`src/rtl/ad7476a_sample_scheduler.sv`:
```
// ad7476a_sample_scheduler
// Round-robin arbiter that shares one ad7476a_interface between NUM_REQ
// requesters. Each grant issues a single-cycle conversion request, waits for
// the result under a watchdog, and returns the sample to the granted requester.
// Optional periodic trigger: define AD7476A_SCHED_PERIODIC_EN.
module ad7476a_sample_scheduler #(
    parameter int unsigned NUM_REQ        = 4,
    parameter int unsigned TIMEOUT_CYCLES = 4096,
    parameter int unsigned PERIOD_CYCLES  = 1000
) (
    input  logic               clk_i,
    input  logic               rst_n_i,
    input  logic [NUM_REQ-1:0] req_i,
    output logic [NUM_REQ-1:0] done_o,
    output logic               err_o,
    output logic [11:0]        sample_o,
    output logic               busy_o,
    output logic               adc_request_o,
    input  logic [11:0]        adc_data_i,
    input  logic               adc_data_valid_i,
    output logic               periodic_valid_o,
    output logic               overrun_o
);

    localparam int unsigned PW = $clog2(NUM_REQ);
    localparam int unsigned WW = $clog2(TIMEOUT_CYCLES);
    localparam logic [WW-1:0] WDOG_LAST = WW'(TIMEOUT_CYCLES - 1);
    localparam logic [PW-1:0] REQ_LAST  = PW'(NUM_REQ - 1);

    if (NUM_REQ < 2 || NUM_REQ > 16) begin : g_bad_num_req
        $error("NUM_REQ must be in 2..16");
    end
    if (TIMEOUT_CYCLES < 64) begin : g_bad_timeout
        $error("TIMEOUT_CYCLES must be >= 64");
    end
    if (PERIOD_CYCLES < 2) begin : g_bad_period
        $error("PERIOD_CYCLES must be >= 2");
    end

    typedef enum logic [1:0] {
        S_IDLE,
        S_ISSUE,
        S_WAIT_DATA,
        S_DELIVER
    } state_t;

    state_t          r_state;
    state_t          w_state_nxt;
    logic [PW-1:0]   r_grant;
    logic            r_grant_per;
    logic [PW-1:0]   r_rr_ptr;
    logic [WW-1:0]   r_wdog;
    logic [11:0]     r_sample;
    logic            r_err;
    logic            w_any_req;
    logic [PW-1:0]   w_rr_pick;
    logic [PW-1:0]   w_idx;
    logic            w_timeout;
    logic            w_pending;
    logic            w_per_done;

    assign w_timeout  = (r_wdog == WDOG_LAST);
    assign w_per_done = (r_state == S_DELIVER) && r_grant_per;

    // Round-robin pick: first requester at or above r_rr_ptr, wrapping.
    always_comb begin
        w_any_req = 1'b0;
        w_rr_pick = '0;
        w_idx     = '0;
        for (int unsigned i = 0; i < NUM_REQ; i++) begin
            w_idx = PW'((32'(r_rr_ptr) + i) % NUM_REQ);
            if (!w_any_req && req_i[w_idx]) begin
                w_any_req = 1'b1;
                w_rr_pick = w_idx;
            end
        end
    end

    // State register.
    always_ff @(posedge clk_i or negedge rst_n_i) begin
        if (!rst_n_i) begin
            r_state <= S_IDLE;
        end else begin
            r_state <= w_state_nxt;
        end
    end

    // Next-state and state-decoded outputs.
    always_comb begin
        w_state_nxt   = r_state;
        done_o        = '0;
        adc_request_o = 1'b0;
        busy_o        = (r_state != S_IDLE);
        err_o         = r_err;
        sample_o      = r_sample;
        case (r_state)
            S_IDLE: begin
                if (w_pending || w_any_req) w_state_nxt = S_ISSUE;
            end
            S_ISSUE: begin
                adc_request_o = 1'b1;
                w_state_nxt   = S_WAIT_DATA;
            end
            S_WAIT_DATA: begin
                if (adc_data_valid_i || w_timeout) w_state_nxt = S_DELIVER;
            end
            S_DELIVER: begin
                if (!r_grant_per) done_o[r_grant] = 1'b1;
                w_state_nxt = S_IDLE;
            end
            default: w_state_nxt = S_IDLE;
        endcase
    end

    // Grant, watchdog, result and round-robin pointer registers.
    always_ff @(posedge clk_i or negedge rst_n_i) begin
        if (!rst_n_i) begin
            r_grant     <= '0;
            r_grant_per <= 1'b0;
            r_rr_ptr    <= '0;
            r_wdog      <= '0;
            r_sample    <= '0;
            r_err       <= 1'b0;
        end else begin
            case (r_state)
                S_IDLE: begin
                    if (w_pending) begin
                        r_grant_per <= 1'b1;
                    end else if (w_any_req) begin
                        r_grant_per <= 1'b0;
                        r_grant     <= w_rr_pick;
                    end
                end
                S_ISSUE: begin
                    r_wdog <= '0;
                end
                S_WAIT_DATA: begin
                    // Data beats a simultaneous watchdog expiry.
                    if (adc_data_valid_i) begin
                        r_sample <= adc_data_i;
                        r_err    <= 1'b0;
                    end else if (w_timeout) begin
                        r_sample <= '0;
                        r_err    <= 1'b1;
                    end else begin
                        r_wdog <= r_wdog + WW'(1);
                    end
                end
                S_DELIVER: begin
                    r_sample <= '0;
                    r_err    <= 1'b0;
                    if (!r_grant_per) begin
                        r_rr_ptr <= (r_grant == REQ_LAST) ? '0 : r_grant + PW'(1);
                    end
                end
                default: ;
            endcase
        end
    end

`ifdef AD7476A_SCHED_PERIODIC_EN
    localparam int unsigned CW = $clog2(PERIOD_CYCLES);

    logic [CW-1:0] r_period_cnt;
    logic          r_pending;
    logic          w_tick;

    assign w_tick           = (r_period_cnt == CW'(PERIOD_CYCLES - 1));
    assign w_pending        = r_pending;
    assign periodic_valid_o = w_per_done;
    assign overrun_o        = w_tick && r_pending;

    // Free-running period counter and single-entry pending flag.
    always_ff @(posedge clk_i or negedge rst_n_i) begin
        if (!rst_n_i) begin
            r_period_cnt <= '0;
            r_pending    <= 1'b0;
        end else begin
            r_period_cnt <= w_tick ? '0 : r_period_cnt + CW'(1);
            if (w_tick) begin
                r_pending <= 1'b1;
            end else if (w_per_done) begin
                r_pending <= 1'b0;
            end
        end
    end
`else
    assign w_pending        = 1'b0;
    assign periodic_valid_o = 1'b0;
    assign overrun_o        = 1'b0;
`endif

endmodule
```
`config.mk`:
```
export PLATFORM = sky130hd
export DESIGN_NAME = ad7476a_sample_scheduler
export DESIGN_NICKNAME = d
export VERILOG_FILES = /design/src/rtl/ad7476a_sample_scheduler.sv
export SDC_FILE = /design/constraint.sdc
export NUM_CORES = 1
export LEC_CHECK = 0
export BUFFER_PORTS_ARGS = -buffer_cell sky130_fd_sc_hd__buf_2
export CORE_MARGIN = 2
export CORE_UTILIZATION = 50
export CTS_BUF_LIST = sky130_fd_sc_hd__clkbuf_4 sky130_fd_sc_hd__clkbuf_8
export DETAILED_ROUTE_END_ITERATION = 8
export PLACE_DENSITY = 0.78
export SYNTH_ARGS = -nofsm -noshare
export SYNTH_HDL_FRONTEND = slang
export SYNTH_SLANG_ARGS = --single-unit
```
`constraint.sdc`:
```
create_clock -name clk_i -period 1.9 [get_ports clk_i]
set_input_delay 0.095 -clock clk_i [delete_from_list [all_inputs] [get_ports clk_i]]
set_output_delay 0.095 -clock clk_i [all_outputs]
set_load 0.01 [all_outputs]
```
After elaboration in Yosys (flattened, before gate mapping)
Index checks and enable logic that the tools add are counted. W data, S select, Z words.

Magnitude comparators: 6. Shifts and indexed selects: 0. Reduce and logical (&&, ||, !) cells: 16. Mux-type cells: 33. Divide/modulo/power cells: 0. $mul: 0. Bitwise gates (word level): 0. Add/sub/neg operators: 5. Eq/ne operators: 10.

Operators by type and width (count): $mux W12 (4); $pmux W12 S2 (2); $lt A2 B3 Y1 const B (5); $mux W2 (7); $add A12 B1 Y12 const B (1); $eq A12 B12 Y1 const B (1); $mux W1 (12); $bmux W1 S2 (4); $ne A2 B2 Y1 const B (4); $pmux W2 S4 (1); $eq A2 B2 Y1 const B (3); $reduce_and A2 Y1 (3); $reduce_bool A2 Y1 (3); $add A2 B1 Y2 const B (2); $add A2 B2 Y2 const B (2); $logic_and A1 B1 Y1 (4); $mux W4 (1); $logic_not A1 Y1 (3); $ne A3 B3 Y1 const B (1); $reduce_and A3 Y1 (1); $demux W1 S2 (1); $eq A2 B1 Y1 const B (1); $ge A2 B1 Y1 const B (1); $logic_not A2 Y1 (1); other kinds (2) (2).

ROM bits: 0. Bits in latches: 0. Output and inout port bits: 21. Logic and storage cells: 76. Memories kept: 0. Register bits: 31. Input port bits: 19. RAM bits: 0.

Longest topological paths before layout
Gate-level depths: netlist (run 1).

Depth in word-level cells: 14. Gate-level depth with buffers: 7. Mapped depth without buffers: 6.

Worst setup path after synthesis (run 1)
Ideal clock, no wire load.

Kind: register to register. Start: register r_wdog[0]. End: register r_state[1]. Path buffers: 1. Setup time: 0.125 ns. Setup slack: -0.121 ns. Cell stages (with the launch flop): 7. Data arrival time: 1.896 ns. Required time: 1.775 ns. Cell sequence: dfrtp_1 > ha_1 > nand3_2 > or4_4 > buf_6 > a22oi_2 > mux2_2.

Cells in the longest elaborated chain, start to end: 4.

RTL lines: start, declared (line 52) `logic [WW-1:0] r_wdog;`; start signal, assigned (line 146) `r_wdog <= r_wdog + WW'(1);`; $eq A12 B12 Y1 (line 62) `assign w_timeout = (r_wdog == WDOG_LAST);`; $logic_or A1 B1 Y1 (line 105) `if (adc_data_valid_i || w_timeout) w_state_nxt = S_DELIVER;`; $ne A2 B2 Y1 (no source line); $reduce_and A2 Y1 (no source line); end signal, assigned (line 84) `r_state <= w_state_nxt;`; end, declared (line 47) `state_t r_state;`.

Every way passes these cells. A chain may end at the register's enable or synchronous reset.

Final worst setup path (run 1)
Start: register r_wdog[0]. End: register r_sample[0], in the netlist sample_o[0].

Cells in the longest elaborated chain, start to end: 3.

RTL lines: $eq A12 B12 Y1 (line 62); $ne A3 B3 Y1 (no source line); $reduce_and A2 Y1 (no source line); end signal, assigned (line 140) `r_sample <= adc_data_i;`; end, declared (line 53) `logic [11:0] r_sample;`.

Every way passes these cells.

==> metrics.txt, run 1 <==
number of routed nets with antenna violations 0; Power per Cell Area 1322 nW/um2; final hold vios 0; Most used DFF post-synth dfrtp_1; largest family of logic cells by synthesized area simple AND/OR/NAND/NOR gates; Reg-to-Reg End sample_o[0]$_DFFE_PN0P_; Crit Path Max Fanout 12; final slew viol count 0; area of the multi-input gates 895.9 um2; post-DR vias/cell between 5 and 6; die area ~4000 um2; final setup fails 3; Mapped Area around 1800 um2; Hold WS roughly 0.00057 ns; Async SR Flop Fraction 1.000; H-tree Lvls 2; Compound-Gate Fraction of Synth Area 0.1127; post-route setup slack -0.01432 ns; Post-Route Skew approximately 0.011 ns; total power 2.996 mW; CP Class flip-flop to flip-flop; final WL 3.745 mm; Post-synth EDFFs 0; Critical Path End sample_o[0]$_DFFE_PN0P_; depth of the most critical reg-to-reg path 6; number of synthesized register bits 31; final worst path period need around 1.9 ns; DRC Markers 0; antenna violations before repair 0; mean post-synth cell area roughly 9.8 um2; leakage between 1 and 1.5 nW; number of global-route vias before repair approximately 1,500; crit path launch type flip-flop; area of the core 3363 um2; worst slew pin tran 0.6912 ns; XOR/XNOR Fraction of Synth Area 0; gr ovfl total 0; clock slew at reported path FFs between 0.1 and 0.15 ns; vias post-DR ~1,500; clock buffer count from CTS 5; max-slew headroom at the worst pin 0.5392; Reg area around 780 um2; reg2reg start r_wdog[0]$_DFFE_PN0P_; synth warn 0; I/O Pins 40; max cap viols 0; final instance area between 2000 and 2500 um2; Adder-Cell Fraction of Synth Area 0.06378; Fillers between 200 and 300; failing checks setup timing; status finished, violations left; CTS tree yes; fmax about 520 MHz; post-detail-place hpwl ~2.6 mm; nature of the critical path endpoint flip-flop; peak supply drop around 0.86 mV; reg-to-reg slack, setup -0.01 ns; Clk Latency, worst-skew pair 0.33 ns; Core Rows 21; CP Data Arrival Time 2.16 ns; Clock Sinks 31; Clock Tree Buf Depth 2; Worst Setup SP r_wdog[0]$_DFFE_PN0P_; clk root buf clkbuf_4; Hold Path Depth 3; Area Overhead vs Synth 28.35%; overall global routing resource usage 0.1973; hold crit path type primary input to flip-flop; Final #Nets 270; Synth Instances about 180; Cell variety after synth 40; effective utilization at floorplan 0.5249; largest net degree at the start of global routing 32; WP data required between 2 and 2.5 ns; register area share after synthesis 0.4394; period utilisation layout 1.008; die span in y 63.42 um; # diodes 0; global-route wire length before repair around 6.4 mm; share of layout cells above drive strength 1 0.3333; Routed wire per std cell 12.96 um; Port Buf Inserts 37; die width around 63 um; RSZ-0062 raised after global routing yes; Placer Congestion between 0.8 and 0.9; Initial DRC Count 46; DP Area roughly 2100 um2; portion of netlist area occupied by mux cells 0.1091; First-pass DRT Iterations 4; Simple-Gate Fraction of Synth Area 0.1977
-- critical path: stages, from the launching register on --
cell,delay [ns]
dfrtp_1,0.43
ha_2,0.26
nand3_4,0.07
or4_4,0.49
a21oi_4,0.20
buf_12,0.16
mux2i_1,0.21
-- worst min-delay path by stage --
| stage | startpoint | slack [ns] | end |
|---|---|---|---|
| after floorplan | rst_n_i | -0.20 | err_o$_DFFE_PN0P_ |
| after global placement | rst_n_i | 0.19 | r_state[0]$_DFFE_PN0P_ |
| after detailed placement | rst_n_i | 0.19 | r_wdog[9]$_DFFE_PN0P_ |
| after CTS | adc_data_i[3] | 0.0003 | sample_o[3]$_DFFE_PN0P_ |
| after global routing | adc_data_i[11] | 0.0008 | sample_o[11]$_DFFE_PN0P_ |
| final | adc_data_i[6] | 0.0006 | sample_o[6]$_DFFE_PN0P_ |
-- layer usage --
metal  track usage  vias up  part of all wire
li1              -      744                 -
met1        0.2439      703              0.46
met2        0.3395       28              0.49
met3       0.04464        6             0.033
met4       0.06522        0             0.017
met5             0        -                 0
-- metrics by stage --
step | setup slack [ns] | instances | util | setup TNS, ns
after floorplan | 0.02383 | 182 | - | 0
after global placement | 0.08950 | 270 | 0.6168 | 0
after detailed placement | 0.03458 | 270 | 0.6168 | 0
after CTS | 0.01013 | 283 | 0.6533 | 0
after global routing | -0.08670 | 289 | 0.6737 | -0.8606
final | -0.01432 | 289 | 0.6737 | -0.01827
-- power by group --
part / internal, mW / total, mW / switching, mW
registers: 0.894 / 1.08 / 0.191
logic: 0.722 / 1.46 / 0.741
clock network: 0.216 / 0.449 / 0.233
total: 1.83 / 3.00 / 1.16
-- registers in the layout, summed over array words and instances, names as in the netlist --
register	flops
r_grant	2
r_wdog	12
r_state	2
err_o	1
sample_o	12
r_rr_ptr	2
-- layout make-up --
class	count	area share
multi-input cells	124	0.3954
clock buffers	7	0.02871
well taps	46	0.02540
clock inverters	1	0.003313
repair buffers	61	0.1734
flip-flops and latches	31	0.3424
inverters	19	0.03147
-- logic make-up (layout without fill, tap and decap cells) --
family                     after synthesis  count (layout)
muxes                                   19              19
and+or+nand+nor                         68              68
AOI/OAI and AO/OA                       26              26
DFF                                     31              31
adders and majority gates                9               9
buffers and inverters                   27              88
other                                    1               2
-- synth_stat cells, types with 2 or more instances --
library cell,number,area [um2]
o21ai_0,2,10.01
or4_2,2,17.52
and2_1,4,25.02
nand3_1,6,30.03
nor4_1,2,12.51
o211ai_1,3,22.52
nand3_2,2,20.02
o311ai_0,2,17.52
dfrtp_1,31,775.7
o41ai_1,2,17.52
or3_1,2,12.51
a31o_2,3,26.28
ha_1,9,112.6
mux2_2,2,22.52
nor3_1,4,20.02
inv_1,19,71.32
nor2b_1,3,18.77
nand2b_1,4,25.02
nor2_1,5,18.77
a21oi_1,4,20.02
buf_4,2,15.01
clkbuf_1,4,15.01
nand2_1,29,108.9
mux2i_1,17,170.2
o22ai_1,3,18.77
-- cells in the final DEF (no fill, tap or decap), types with 4 or more instances in the layout --
cell and n:
mux2i_1 17, a21oi_1 4, nor2_1 5, dlygate4sd3_1 6
and2_1 4, nand3_1 6, nor3_1 4, inv_1 18
buf_2 37, ha_1 7, nand2b_1 4, clkbuf_4 5
buf_4 17, nand2_1 29, dfrtp_1 31
-- repair_timing --
action / CTS / global route
buffers inserted: 0 / 5
hold buffers: 5 / 1
endpoints found under the setup margin: 0 / 19
hold endpoints to repair: 35 / 1
resized for setup: 0 / 5
Power figures use the tool's default switching activity.
==> run 2, diff against run 1 <==
==> constraint.sdc (replaced) <==
create_clock -name clk_i -period 1.9 [get_ports clk_i]
set_input_delay 0.095 -clock clk_i [delete_from_list [all_inputs] [get_ports clk_i]]
set_output_delay 0.095 -clock clk_i [all_outputs]
set_load 0.1 [all_outputs]
==> run 2 against run 1 <==
Effect of this change:
- the run still ends with setup timing left
- worst hold slack better by 0.099 ns
- register-to-register slack barely moved
- maximum frequency shrank 0.46%
- via count grew 3.7%
- sequential cell count stayed put
- global-route usage up 0.75 points
- sequential share of layout area decreased by 1.3 points
- final cell count up 1.7%
- die area stayed put
- wire length grew 2.7%
- critical endpoint is now r_state[1]$_DFFE_PN0P_
- highest routed layer unchanged
==> metrics.txt, run 2 (synthesized netlist as in run 1, its figures left out) <==
share of layout cells above drive strength 1 0.3306 (was 0.3333); most frequent cells in the layout buf_2, dfrtp_1, nand2_1 (unchanged); hold crit path type primary input to flip-flop (unchanged); failing checks setup timing (unchanged); area of the multi-input gates 907.1 um2 (was 895.9 um2); Worst Setup SP r_wdog[1]$_DFFE_PN0P_ (was r_wdog[0]$_DFFE_PN0P_); max cap viols 0 (unchanged); status finished, violations left (unchanged); Hold Startpoint req_i[3] (was adc_data_i[6]); Core Rows 21 (unchanged); Post-Route Skew 0.008756 ns (was 0.01077 ns); CP Data Arrival Time 2.15 ns (was 2.16 ns); Reg area 775.7 um2 (unchanged); final WL 3.847 mm (was 3.745 mm); final setup fails 1 (was 3); # diodes 0 (unchanged); post-route setup slack -0.02325 ns (was -0.01432 ns); fmax 520.0 MHz (was 522.4 MHz); max-slew headroom at the worst pin 0.5429 (was 0.5392); area of the core 3363 um2 (unchanged); global-route wire length before repair 6.430 mm (was 6.375 mm); Fillers 263 (was 272); die width 63.42 um (unchanged); clock buffer count from CTS 5 (unchanged); nature of the critical path endpoint flip-flop (unchanged); DRC Markers 0 (unchanged); crit path launch type flip-flop (unchanged); largest net degree at the start of global routing 32 (unchanged); Routed wire per std cell 13.09 um (was 12.96 um); depth of the most critical reg-to-reg path 5 (was 6); Initial DRC Count 53 (was 46); die area 4022 um2 (unchanged); reg-to-reg slack, setup -0.02 ns (was -0.01 ns); H-tree Lvls 2 (unchanged); I/O Pins 40 (unchanged); Reg-to-Reg End r_state[1]$_DFFE_PN0P_ (was sample_o[0]$_DFFE_PN0P_); number of global-route vias before repair 1,435 (was 1,478); First-pass DRT Iterations 4 (unchanged); clk root buf clkbuf_4 (unchanged); post-DR vias/cell 5.224 (was 5.125); final slew viol count 0 (unchanged); post-detail-place hpwl 2.488 mm (was 2.569 mm); antenna violations before repair 0 (unchanged); Placer Congestion 0.7886 (was 0.8739); CTS tree yes (unchanged); Port Buf Inserts 37 (unchanged); CP Class flip-flop to flip-flop (unchanged); commonest non-fill, non-tap cell in the layout buf_2 (unchanged); Hold Path Depth 3 (unchanged); vias post-DR 1,536 (was 1,481); period utilisation layout 1.012 (was 1.008); Hold EP r_grant[0]$_DFFE_PN0P_ (was sample_o[6]$_DFFE_PN0P_); WP data required 2.13 ns (was 2.14 ns); Clock Sinks 31 (unchanged); worst slew pin tran 0.6856 ns (was 0.6912 ns); reg2reg start r_wdog[1]$_DFFE_PN0P_ (was r_wdog[0]$_DFFE_PN0P_); final hold vios 0 (unchanged); final worst path period need 1.923 ns (was 1.914 ns); effective utilization at floorplan 0.5249 (unchanged); Clock Tree Buf Depth 2 (unchanged); clock slew at reported path FFs 0.10 ns (was 0.11 ns); Core Util, Final 0.6998 (was 0.6737); number of routed nets with antenna violations 0 (unchanged); gr ovfl total 0 (unchanged); Final #Nets 275 (was 270); Crit Path Max Fanout 7 (was 12); Clk Latency, worst-skew pair 0.33 ns (about the same); die span in y 63.42 um (unchanged); DP Worst Slack 0.004268 ns (was 0.03458 ns); RSZ-0062 raised after global routing yes (unchanged); overall global routing resource usage 0.2048 (was 0.1973); Area Overhead vs Synth 33.31% (was 28.35%)
-- run 2: routing by layer --
layer / up-vias / part of all wire / GRT usage
li1: 755 / - / -
met1: 735 / 0.44 / 0.2459
met2: 41 / 0.50 / 0.3500
met3: 5 / 0.048 / 0.05000
met4: 0 / 0.014 / 0.08424
met5: - / 0 / 0
-- run 2: what timing repair did --
| item | 4_1_cts | 5_1_grt |
|---|---|---|
| endpoints found under the setup margin | 0 | 20 |
| endpoints found under the hold margin | 43 | 0 |
| gates resized for setup | 0 | 11 |
| setup buffers | 0 | 6 |
| hold buffers | 13 | 0 |
-- run 2: critical path: stages, from the launching register on --
cell and delay [ns]:
dfrtp_1 0.42, ha_2 0.24, nand3_4 0.10, or4_4 0.49
a22oi_2 0.25, mux2_4 0.31
-- run 2: per-stage QoR --
stage          cell area [um2]  hold WS (ns)  std cells  setup TNS [ns]
2_1_floorplan             1785       -0.2006        182               0
3_3_place_gp              2054        0.1792        267               0
3_5_place_dp              2054        0.1750        267               0
4_1_cts                   2271       0.07909        288               0
5_1_grt                   2354       0.09556        294         -0.6835
6_report                  2354       0.09972        294        -0.02325
-- run 2: cell type report --
class / count / share of cell area
clock buffer: 6 / 0.02180
tap: 46 / 0.02446
clock inverter: 2 / 0.01489
inverter: 19 / 0.03030
sequential: 31 / 0.3296
multi-input combinational: 124 / 0.3854
timing repair buffer: 66 / 0.1935
-- run 2: how the worst max path moves through the flow --
stage          depth (start not counted)  slack [ns]                      end
2_1_floorplan                          6        0.02    r_wdog[8]$_DFFE_PN0P_
3_3_place_gp                           5        0.07   r_state[1]$_DFFE_PN0P_
3_5_place_dp                           5       0.004   r_state[1]$_DFFE_PN0P_
4_1_cts                                5       0.002   r_state[1]$_DFFE_PN0P_
5_1_grt                                6       -0.08  sample_o[6]$_DFFE_PN0P_
6_report                               5       -0.02   r_state[1]$_DFFE_PN0P_
Power of run 2 is left out: the tool's default activity adds up to more than one toggle a clock period on the data nets, which glitch-free logic cannot reach.
